==> src/rtl/serial_subt_pkg.sv <==
// Shared types and sizing helpers for the
// bit-serial subtractor controller.
package serial_subt_pkg;

  typedef enum logic [1:0] {
    IDLE  = 2'd0,
    SHIFT = 2'd1,
    DONE  = 2'd2
  } state_e;

  function automatic int cnt_width(input int w);
    return (w > 2) ? $clog2(w) : 1;
  endfunction

endpackage

==> src/rtl/full_subt.sv <==
// One-bit full subtractor built from two
// half-subtractor stages.
module full_subt (
  input  logic x,
  input  logic y,
  input  logic bin,
  output logic d,
  output logic bout
);

  logic d1;
  logic b1;
  logic b2;

  assign d1   = x ^ y;
  assign b1   = ~x & y;
  assign d    = d1 ^ bin;
  assign b2   = ~d1 & bin;
  assign bout = b1 | b2;

endmodule

==> src/rtl/serial_subtractor_ctrl.sv <==
// Sequencer computing a - b LSB-first through
// a single full_subt cell, one bit per clock.
module serial_subtractor_ctrl
  import serial_subt_pkg::*;
#(
  parameter int WIDTH = 8
) (
  input  logic             clk,
  input  logic             rst,
  input  logic             start,
  input  logic [WIDTH-1:0] a,
  input  logic [WIDTH-1:0] b,
  output logic             busy,
  output logic             done,
  output logic [WIDTH-1:0] diff,
  output logic             borrow_out
);

  localparam int CW = cnt_width(WIDTH);
  localparam logic [CW-1:0] LAST = CW'(WIDTH - 1);

  state_e           state_q, state_d;
  logic [CW-1:0]    cnt_q, cnt_d;
  logic [WIDTH-1:0] a_sh_q, a_sh_d;
  logic [WIDTH-1:0] b_sh_q, b_sh_d;
  logic [WIDTH-1:0] res_q, res_d;
  logic [WIDTH-1:0] diff_q, diff_d;
  logic             brw_q, brw_d;
  logic             bout_q, bout_d;

  logic cell_d;
  logic cell_b;

  full_subt u_cell (
    .x    (a_sh_q[0]),
    .y    (b_sh_q[0]),
    .bin  (brw_q),
    .d    (cell_d),
    .bout (cell_b)
  );

  always_comb begin
    state_d = state_q;
    cnt_d   = cnt_q;
    a_sh_d  = a_sh_q;
    b_sh_d  = b_sh_q;
    res_d   = res_q;
    diff_d  = diff_q;
    brw_d   = brw_q;
    bout_d  = bout_q;
    unique case (state_q)
      IDLE: begin
        if (start) begin
          state_d = SHIFT;
          a_sh_d  = a;
          b_sh_d  = b;
          res_d   = '0;
          cnt_d   = '0;
          brw_d   = 1'b0;
        end
      end
      SHIFT: begin
        a_sh_d = a_sh_q >> 1;
        b_sh_d = b_sh_q >> 1;
        res_d  = {cell_d, res_q[WIDTH-1:1]};
        brw_d  = cell_b;
        cnt_d  = cnt_q + CW'(1);
        if (cnt_q == LAST) begin
          state_d = DONE;
          diff_d  = res_d;
          bout_d  = cell_b;
        end
      end
      DONE: state_d = IDLE;
      default: state_d = IDLE;
    endcase
  end

  always_ff @(posedge clk or posedge rst) begin
    if (rst) begin
      state_q <= IDLE;
      cnt_q   <= '0;
      a_sh_q  <= '0;
      b_sh_q  <= '0;
      res_q   <= '0;
      diff_q  <= '0;
      brw_q   <= 1'b0;
      bout_q  <= 1'b0;
    end else begin
      state_q <= state_d;
      cnt_q   <= cnt_d;
      a_sh_q  <= a_sh_d;
      b_sh_q  <= b_sh_d;
      res_q   <= res_d;
      diff_q  <= diff_d;
      brw_q   <= brw_d;
      bout_q  <= bout_d;
    end
  end

  assign busy       = (state_q == SHIFT);
  assign done       = (state_q == DONE);
  assign diff       = diff_q;
  assign borrow_out = bout_q;

endmodule

==> config.mk <==
export PLATFORM = sky130hd
export DESIGN_NAME = serial_subtractor_ctrl
export DESIGN_NICKNAME = d
export VERILOG_FILES = /design/src/rtl/serial_subt_pkg.sv /design/src/rtl/full_subt.sv /design/src/rtl/serial_subtractor_ctrl.sv
export SDC_FILE = /design/constraint.sdc
export NUM_CORES = 1
export LEC_CHECK = 0
export ABC_AREA = 1
export CAP_MARGIN = 40
export CORE_UTILIZATION = 33
export DETAILED_ROUTE_END_ITERATION = 12
export HOLD_SLACK_MARGIN = 0.12
export PLACE_DENSITY = 0.64
export SKIP_CTS_REPAIR_TIMING = 1
export SYNTH_ARGS = -nofsm -noshare
export SYNTH_HDL_FRONTEND = slang
export SYNTH_SLANG_ARGS = --single-unit
==> constraint.sdc <==
create_clock -name clk -period 2.3 [get_ports clk]
set_input_delay 0.345 -clock clk [delete_from_list [all_inputs] [get_ports clk]]
set_output_delay 0.345 -clock clk [all_outputs]
set_load 0.05 [all_outputs]
==> results of run 1 <==
final cells by class:
| class | instances | share of cell area |
|---|---|---|
| flip-flops and latches | 38 | 0.4106 |
| well taps | 70 | 0.03782 |
| clock buffers | 6 | 0.03566 |
| inverters | 40 | 0.06807 |
| multi-input cells | 127 | 0.2869 |
| repair buffers | 31 | 0.1351 |
| clock inverters | 2 | 0.02593 |
stage by stage:
stage                     instance area, sq um    util
after floorplan                           1853       -
after global placement                    2173  0.4124
after detailed placement                  2173  0.4124
after CTS                                 2316  0.4395
after global routing                      2316  0.4395
final                                     2316  0.4395
cell usage after synthesis:
| library cell | count |
|---|---|
| nand2_4 | 3 |
| nand2_1 | 66 |
| a21oi_2 | 1 |
| buf_6 | 3 |
| nand2_2 | 1 |
| buf_8 | 1 |
| o21ai_2 | 14 |
| nor2_4 | 1 |
| nor2_1 | 3 |
| ha_1 | 2 |
| nand4_1 | 1 |
| dfrtp_1 | 38 |
| buf_2 | 1 |
| or2_2 | 1 |
| fa_1 | 1 |
| a21oi_1 | 1 |
| clkbuf_1 | 1 |
| o21ai_0 | 4 |
| inv_1 | 37 |
| inv_2 | 1 |
| nand3_1 | 28 |
| inv_6 | 1 |
| inv_4 | 1 |
| buf_4 | 3 |
sequential cells by signal, summed over array words and instances, names as in the netlist:
name and flops:
a_sh_q 8, b_sh_q 8, brw_q 1, diff 8
res_q 7, borrow_out 1, cnt_q 3, state_q 2
power by group:
group,switching (mW),leakage (nW),internal (mW),total (mW)
combinational,0.954,0.650,0.560,1.51
sequential,0.159,0.473,0.969,1.13
clock,0.241,0.0714,0.463,0.703
cell usage in the layout (no fill, tap or decap):
master,n
a21oi_1,1
a21oi_2,1
bufinv_16,2
nand2_2,1
ha_1,2
inv_1,37
nand4_1,1
buf_4,3
o21ai_2,14
or2_2,1
o21ai_0,4
inv_6,1
clkdlybuf4s50_1,27
clkbuf_8,6
nand3_1,28
inv_2,1
buf_12,1
nand2_1,66
inv_4,1
nor2_4,1
fa_1,1
dfrtp_1,38
nand2_4,3
nor2_1,3
worst paths after layout:
kind,end,cells after the start
max in group asynchronous,a_sh_q[2]$_DFFE_PP0P_,3
min reg2reg,b_sh_q[3]$_DFFE_PP0P_,2
min in group clk,b_sh_q[3]$_DFFE_PP0P_,2
min,diff[0]$_DFFE_PP0P_,3
max reg2reg,b_sh_q[2]$_DFFE_PP0P_,6
max,busy,3
cell families after synthesis:
kind of cell | after synthesis | share of synthesized area
AOI/OAI and AO/OA | 20 | 0.08440
adders and majority gates | 3 | 0.02431
buffers and inverters | 49 | 0.1283
DFF | 38 | 0.5132
and+or+nand+nor | 104 | 0.2498
worst register-to-register path, cell delays in order (launching register included):
cell	delay [ps]
dfrtp_1	550
buf_4	240
nand2_4	140
nand2_4	310
inv_6	120
nand2_1	90
nand2_1	50
routing by layer:
metal	GRT usage	routed length, um
met5	0	0
met4	0.04615	40
met3	0.03810	128
met2	0.2045	1534
met1	0.1627	1638
==> results.toml, run 1 <==
[run_status]
status = "finished, final reports clean"

[clock_network]
ctsHtreeMaxLevel = 2
cts_root_buffer = "clkbuf_8"
cts_tree = "built"
cts_sinks = 38
cts_buffers = 5
worstSkewPairLatency_ps = 290
cts_buffer_depth = 2
path_clk_slew_ps = 80

[power_and_ir_drop]
powerDensity_mw_per_mm2 = 1445
p_leak_nw = 1.194
ir_worst_vdd_v = 0.0006365
report.power.total_mw = 3.345

[hold_path]
hold_class = "input port to asynchronous set/reset pin"

[critical_path]
worstPathRequired_ps = 1960
crit_type = "register to primary output"
crit_path_max_incr_delay_ps = 550
path_cells = "inv_2, nor2_4, buf_12"
arrival_ps = 1460
cp_top_family = "flip-flops"
reg2reg_slack_ps = 700
worstSetupEndpointType = "primary output"
crit_path_start = "state_q[0]$_DFFE_PP0P_"
crit_fanout = 13
cp-start-kind = "register"
crit_buf_inv = 2
r2r-start = "state_q[0]$_DFFE_PP0P_"
slowest_stage = "dfrtp_1"

[place]
gp_congestion = 0.7537
place_inst = 306
port_buffers = 29
hpwl_mm = 2.232
post-place-ws_ps = 684.4

[finish]
final_cells = 314
antennaDiodeCount = 0
multiInputGateArea_sq_um = 664.4
fin_nets = 265
fill_cells = 553
seqCellArea_sq_um = 950.9
syn_to_final_growth_pct = 24.98
layout-drive-gt1-share = 0.1475

[floorplan]
dieArea_sq_mm = 0.005919
fp.coreArea_sq_mm = 0.005270
fp.dieH_um = 76.94
rows = 26
die_w_um = 76.94
start_util = 0.3516
io_pins = 30

[synthesis]
syn_nets = 236
netlist_instances = 214
ys_seq_area_frac = 0.5132
yosys_warnings = 0
synth_seq_cells = 38
netlist_area_sq_mm = 0.001853
yosys.cell_types.count = 24
netlist.top_cell.by_area = "dfrtp_1"
synth_top_area_share = 0.5132
avgSynthCellArea_sq_um = 8.659
yosys-top-cells-area = "dfrtp_1 (51%), nand2_1 (13%), nand3_1 (7.6%)"

[sta]
fmax_mhz = 555.3
slew_headroom = 0.6732
period_needed_ps = 1801
fin_worst_skew_ps = 6.299
tightestPinTransition_ps = 488.6
whs_ps = 474.8
rsz0062_at_grt = "no"
min_period_over_period = 0.7829
final_max_slew_viol_count = 0
setup_ws_ps = 499.2
hold_violations = 0
fin_setup_tns_ps = 0
finalSetupViolCount = 0

[global_route]
track_usage = 0.1280
grt_start_max_net_pins = 39
antenna_found_initial = 0
grt_remaining_overflow = 0
grt_first_pass_wirelength_mm = 5.961
grt_pass1_vias = 1349

[detailed_routing]
ant_nets = 0
wl_mm = 3.340
drc = 0
wire_per_inst_um = 10.64
vias = 1368
vias_per_cell = 4.357
dr.pass1.iters = 4
drt_first_iter_violations = 84

[job]
maxCapViolCount = 0
Power figures use the tool's default switching activity.
==> inputs of run 2 (changes only) <==
--- a/config.mk
+++ b/config.mk
@@ -10,7 +10,7 @@
 export CORE_UTILIZATION = 33
 export DETAILED_ROUTE_END_ITERATION = 12
 export HOLD_SLACK_MARGIN = 0.12
-export PLACE_DENSITY = 0.64
+export PLACE_DENSITY = 0.66
 export SKIP_CTS_REPAIR_TIMING = 1
 export SYNTH_ARGS = -nofsm -noshare
 export SYNTH_HDL_FRONTEND = slang
==> constraint.sdc (replaced) <==
create_clock -name clk -period 1.6 [get_ports clk]
set_input_delay 0.24 -clock clk [delete_from_list [all_inputs] [get_ports clk]]
set_output_delay 0.24 -clock clk [all_outputs]
set_load 0.05 [all_outputs]
==> run 2 against run 1 <==
Effect of this change:
- non-clock buffer count rose by 4
- routed wire length up 6.0%
- die area unchanged
- worst setup slack worse by 420 ps
- critical path depth unchanged
- clock power up 44%
- combinational power up 49%
- critical endpoint is now done
- utilization grew 0.90 points
- flip-flop and latch count unchanged
- cell area rose by 2.1%
==> results.toml, run 2 (synthesized netlist as in run 1, its figures left out) <==
[sta]
rsz0062_at_grt = "no"
period_needed_ps = 1520
fmax_mhz = 657.8
finalSetupViolCount = 0
min_period_over_period = 0.9501
slew_headroom = 0.8441
tightestPinTransition_ps = 233.7
fin_worst_skew_ps = 10.94
fin_setup_tns_ps = 0
hold_violations = 0
final_max_slew_viol_count = 0

[critical_path]
arrival_ps = 1280
crit_type = "register to primary output"
r2r-end = "diff[7]$_DFFE_PP0P_"
cp_top_family = "flip-flops"
r2r-start = "cnt_q[0]$_DFFE_PP0P_"
cp-start-kind = "register"
reg2regPathDepth = 6
reg2reg_slack_ps = 210
worstSetupEndpointType = "primary output"
slowest_stage = "dfrtp_1"
crit_buf_inv = 2
cp.depth = 3
crit_path_max_incr_delay_ps = 450
crit_fanout = 15
worstPathRequired_ps = 1360
path_cells = "buf_4, nor2_2, buf_12"

[finish]
fin_nets = 269
mostFrequentLayoutCells = "nand2_1 (66), dfrtp_1 (38), inv_1 (37)"
layout-drive-gt1-share = 0.2016
syn_to_final_growth_pct = 27.55
antennaDiodeCount = 0
final_common_cell = "nand2_1"
final_area_sq_mm = 0.002364

[floorplan]
dieArea_sq_mm = 0.005919
die_w_um = 76.94
start_util = 0.3516
rows = 26
fp.dieH_um = 76.94
fp.coreArea_sq_mm = 0.005270
io_pins = 30

[detailed_routing]
vias_per_cell = 4.412
wl_mm = 3.542
drt_first_iter_violations = 71
ant_nets = 0
wire_per_inst_um = 11.14
dr.pass1.iters = 4
drc = 0
vias = 1403

[clock_network]
worstSkewPairLatency_ps = 300
cts_sinks = 38
cts_buffers = 5
path_clk_slew_ps = 80
cts_root_buffer = "clkbuf_8"
ctsHtreeMaxLevel = 2
cts_tree = "built"
cts_buffer_depth = 2

[job]
maxCapViolCount = 0

[place]
dpl-instance-area_sq_mm = 0.002221
gp_congestion = 0.7386
port_buffers = 29
hpwl_mm = 2.430

[global_route]
antenna_found_initial = 0
track_usage = 0.1372
grt_first_pass_wirelength_mm = 6.203
grt_remaining_overflow = 0
grt_start_max_net_pins = 39
grt_pass1_vias = 1383

[hold_path]
hold_class = "input port to asynchronous set/reset pin"

[power_and_ir_drop]
p_leak_nw = 1.238
ir_worst_vdd_v = 0.0007769
powerDensity_mw_per_mm2 = 2071

[run_status]
status = "finished, final reports clean"
-- run 2: report_power, final --
part / leakage [nW] / internal [mW] / switching (mW) / total [mW]
Sequential: 0.473 / 1.39 / 0.237 / 1.63
Clock: 0.0714 / 0.665 / 0.346 / 1.01
Combinational: 0.694 / 0.847 / 1.41 / 2.25
Total: 1.24 / 2.91 / 1.99 / 4.90
-- run 2: worst max path at each step --
stage,startpoint,endpoint,slack [ps]
3_5_place_dp,start,res_q[3]$_DFFE_PP0P_,140
3_3_place_gp,start,res_q[1]$_DFFE_PP0P_,180
6_report,state_q[0]$_DFFE_PP0P_,done,80
4_1_cts,state_q[0]$_DFFE_PP0P_,done,60
2_1_floorplan,state_q[0]$_DFFE_PP0P_,done,200
5_1_grt,state_q[0]$_DFFE_PP0P_,done,40
-- run 2: worst register-to-register path: stages, from the launching register on --
cell     delay [ps]
dfrtp_1         410
ha_1            210
ha_1            230
nand2_4         220
inv_1           110
nand2_1          70
nand2_1          40
-- run 2: metrics by stage --
step / power, mW / utilization / setup WS (ps) / std cells / hold slack [ps]
floorplan: 3.359 / - / 203.0 / 214 / 362.5
global placement: 3.868 / 0.4214 / 182.8 / 310 / 460.7
detailed placement: 3.938 / 0.4214 / 139.2 / 310 / 465.2
CTS: 4.965 / 0.4485 / 62.88 / 318 / 300.9
global route: 5.262 / 0.4485 / 43.60 / 318 / 306.2
finish: 4.895 / 0.4485 / 79.89 / 318 / 284.3
-- run 2: final cells by class --
class,instances,area [sq um]
clock inverters,2,60.06
fillers,532,2907
inverters,40,157.7
flip-flops and latches,38,950.9
multi-input cells,127,666.9
well taps,70,87.58
repair buffers,35,357.8
clock buffers,6,82.58
-- run 2: routing by layer --
metal	vias to the layer above	share of wire	track usage
met5	-	0	0
met4	0	0.027	0.08462
met3	10	0.057	0.03929
met2	32	0.46	0.2250
met1	645	0.45	0.1570
li1	716	-	-
==> inputs of run 3 (changes only) <==
--- a/config.mk
+++ b/config.mk
@@ -7,6 +7,7 @@
 export LEC_CHECK = 0
 export ABC_AREA = 1
 export CAP_MARGIN = 40
+export CORE_MARGIN = 3
 export CORE_UTILIZATION = 33
 export DETAILED_ROUTE_END_ITERATION = 12
 export HOLD_SLACK_MARGIN = 0.12
==> run 3 against run 2 <==
Effect of this change:
- largest cell class unchanged
- routed wire length rose by 1.7%
- non-clock buffer count stayed put
- critical path depth unchanged
- clock-buffer cell count is the same
- critical endpoint unchanged
==> results.toml, run 3 (synthesized netlist as in run 1, its figures left out) <==
[power_and_ir_drop]
p_comb_frac = 0.491
ir_worst_vdd_v = 0.0009430
p_int_mw = 2.587
p_clk_frac = 0.153
switching_share = 0.4354
p_sw_mw = 1.995
powerDensity_mw_per_mm2 = 1977
p_leak_nw = 1.214
seq_power_share = 0.356

[global_route]
grt_start_max_net_pins = 39
grt_pass1_vias = 1315
grt_remaining_overflow = 0
track_usage = 0.1226
antenna_found_initial = 0
grt_first_pass_wirelength_mm = 6.092

[critical_path]
worstSetupEndpointType = "primary output"
crit_fanout = 7
reg2reg_slack_ps = 210
cp-start-kind = "register"
crit_type = "register to primary output"
arrival_ps = 1250
worstPathRequired_ps = 1360

[detailed_routing]
wl_mm = 3.602
drt_first_iter_violations = 79
vias_per_cell = 4.519
vias = 1437
wire_per_inst_um = 11.33
dr.pass1.iters = 4
drc = 0
ant_nets = 0

[sta]
finalSetupViolCount = 0
min_period_over_period = 0.9335
setup_ws_ps = 106.3
fin_setup_tns_ps = 0
final_max_slew_viol_count = 0
slew_headroom = 0.8068
fmax_mhz = 669.5
tightestPinTransition_ps = 289.1
fin_worst_skew_ps = 7.952
whs_ps = 301.6
hold_violations = 0
rsz0062_at_grt = "no"
period_needed_ps = 1494

[finish]
syn_to_final_growth_pct = 25.05
layout-drive-gt1-share = 0.2056
final_common_cell = "nand2_1"
mostFrequentLayoutCells = "nand2_1 (66), inv_1 (37), dfrtp_1 (37)"
multiInputGateArea_sq_um = 666.9
fin_nets = 269
fill_cells = 552
antennaDiodeCount = 0
seqCellArea_sq_um = 952.2

[place]
post-place-ws_ps = 144.9
port_buffers = 29
hpwl_mm = 2.468
gp_congestion = 0.7703

[hold_path]
hold_class = "input port to asynchronous set/reset pin"

[clock_network]
worstSkewPairLatency_ps = 290
cts_sinks = 38
cts_buffers = 5
ctsHtreeMaxLevel = 2
cts_buffer_depth = 2
path_clk_slew_ps = 80
cts_root_buffer = "clkbuf_8"
cts_tree = "built"

[floorplan]
dieArea_sq_mm = 0.006550
fp.dieH_um = 80.94
die_w_um = 80.94
start_util = 0.3516
rows = 26
fp.coreArea_sq_mm = 0.005270
io_pins = 30

[job]
maxCapViolCount = 0

[run_status]
status = "finished, final reports clean"
-- run 3: changes by cell type in the layout (fill, tap and decap cells not counted), sizes merged --
| cell | delta |
|---|---|
| clkinv | +1 |
| bufinv | -2 |
| clkinvlp | +1 |
-- run 3: worst max-delay path: stages (launching register included) --
cell and delay [ps]:
dfrtp_2 460, buf_4 180, nor2_2 160, buf_12 150
-- run 3: layer usage --
layer / up-vias / wire length [um] / GRT usage
li1: 716 / - / -
met1: 685 / 1607 / 0.1518
met2: 30 / 1728 / 0.1979
met3: 6 / 209 / 0.04102
met4: 0 / 57 / 0.04561
met5: - / 0 / 0
-- run 3: final timing paths --
path                                   startpoint                      to  cells after the start
setup / recovery           state_q[0]$_DFFE_PP0P_                    done                      3
hold / removal                                rst     diff[0]$_DFFE_PP0P_                      3
min in group clk            b_sh_q[2]$_DFFE_PP0P_   b_sh_q[2]$_DFFE_PP0P_                      2
max in group asynchronous                     rst  state_q[0]$_DFFE_PP0P_                      3
hold reg to reg             b_sh_q[2]$_DFFE_PP0P_   b_sh_q[2]$_DFFE_PP0P_                      2
setup reg to reg             cnt_q[0]$_DFFE_PP0P_     diff[7]$_DFFE_PP0P_                      6
-- run 3: area by class of cell --
| type | count | share of cell area |
|---|---|---|
| Inverter | 40 | 0.06803 |
| Timing Repair Buffer | 35 | 0.1544 |
| Clock inverter | 2 | 0.005400 |
| Tap cell | 70 | 0.03780 |
| Multi-Input combinational cell | 127 | 0.2878 |
| Clock buffer | 6 | 0.03564 |
| Sequential cell | 38 | 0.4109 |
-- run 3: through the flow --
stage | util | area (sq um) | total power, mW | std cells
floorplan | - | 1856 | 3.359 | 214
global placement | 0.4214 | 2221 | 3.865 | 310
detailed placement | 0.4214 | 2221 | 3.921 | 310
CTS | 0.4395 | 2316 | 4.646 | 318
global route | 0.4397 | 2317 | 4.968 | 318
finish | 0.4397 | 2317 | 4.581 | 318
-- run 3: power groups by stage --
stage | clock network [mW] | logic (mW) | registers (mW)
after floorplan | 0 | 1.41 | 1.95
after global placement | 0 | 2.23 | 1.64
after detailed placement | 0 | 2.27 | 1.65
after CTS | 0.730 | 2.28 | 1.63
after global routing | 0.766 | 2.52 | 1.68
final | 0.702 | 2.25 | 1.63
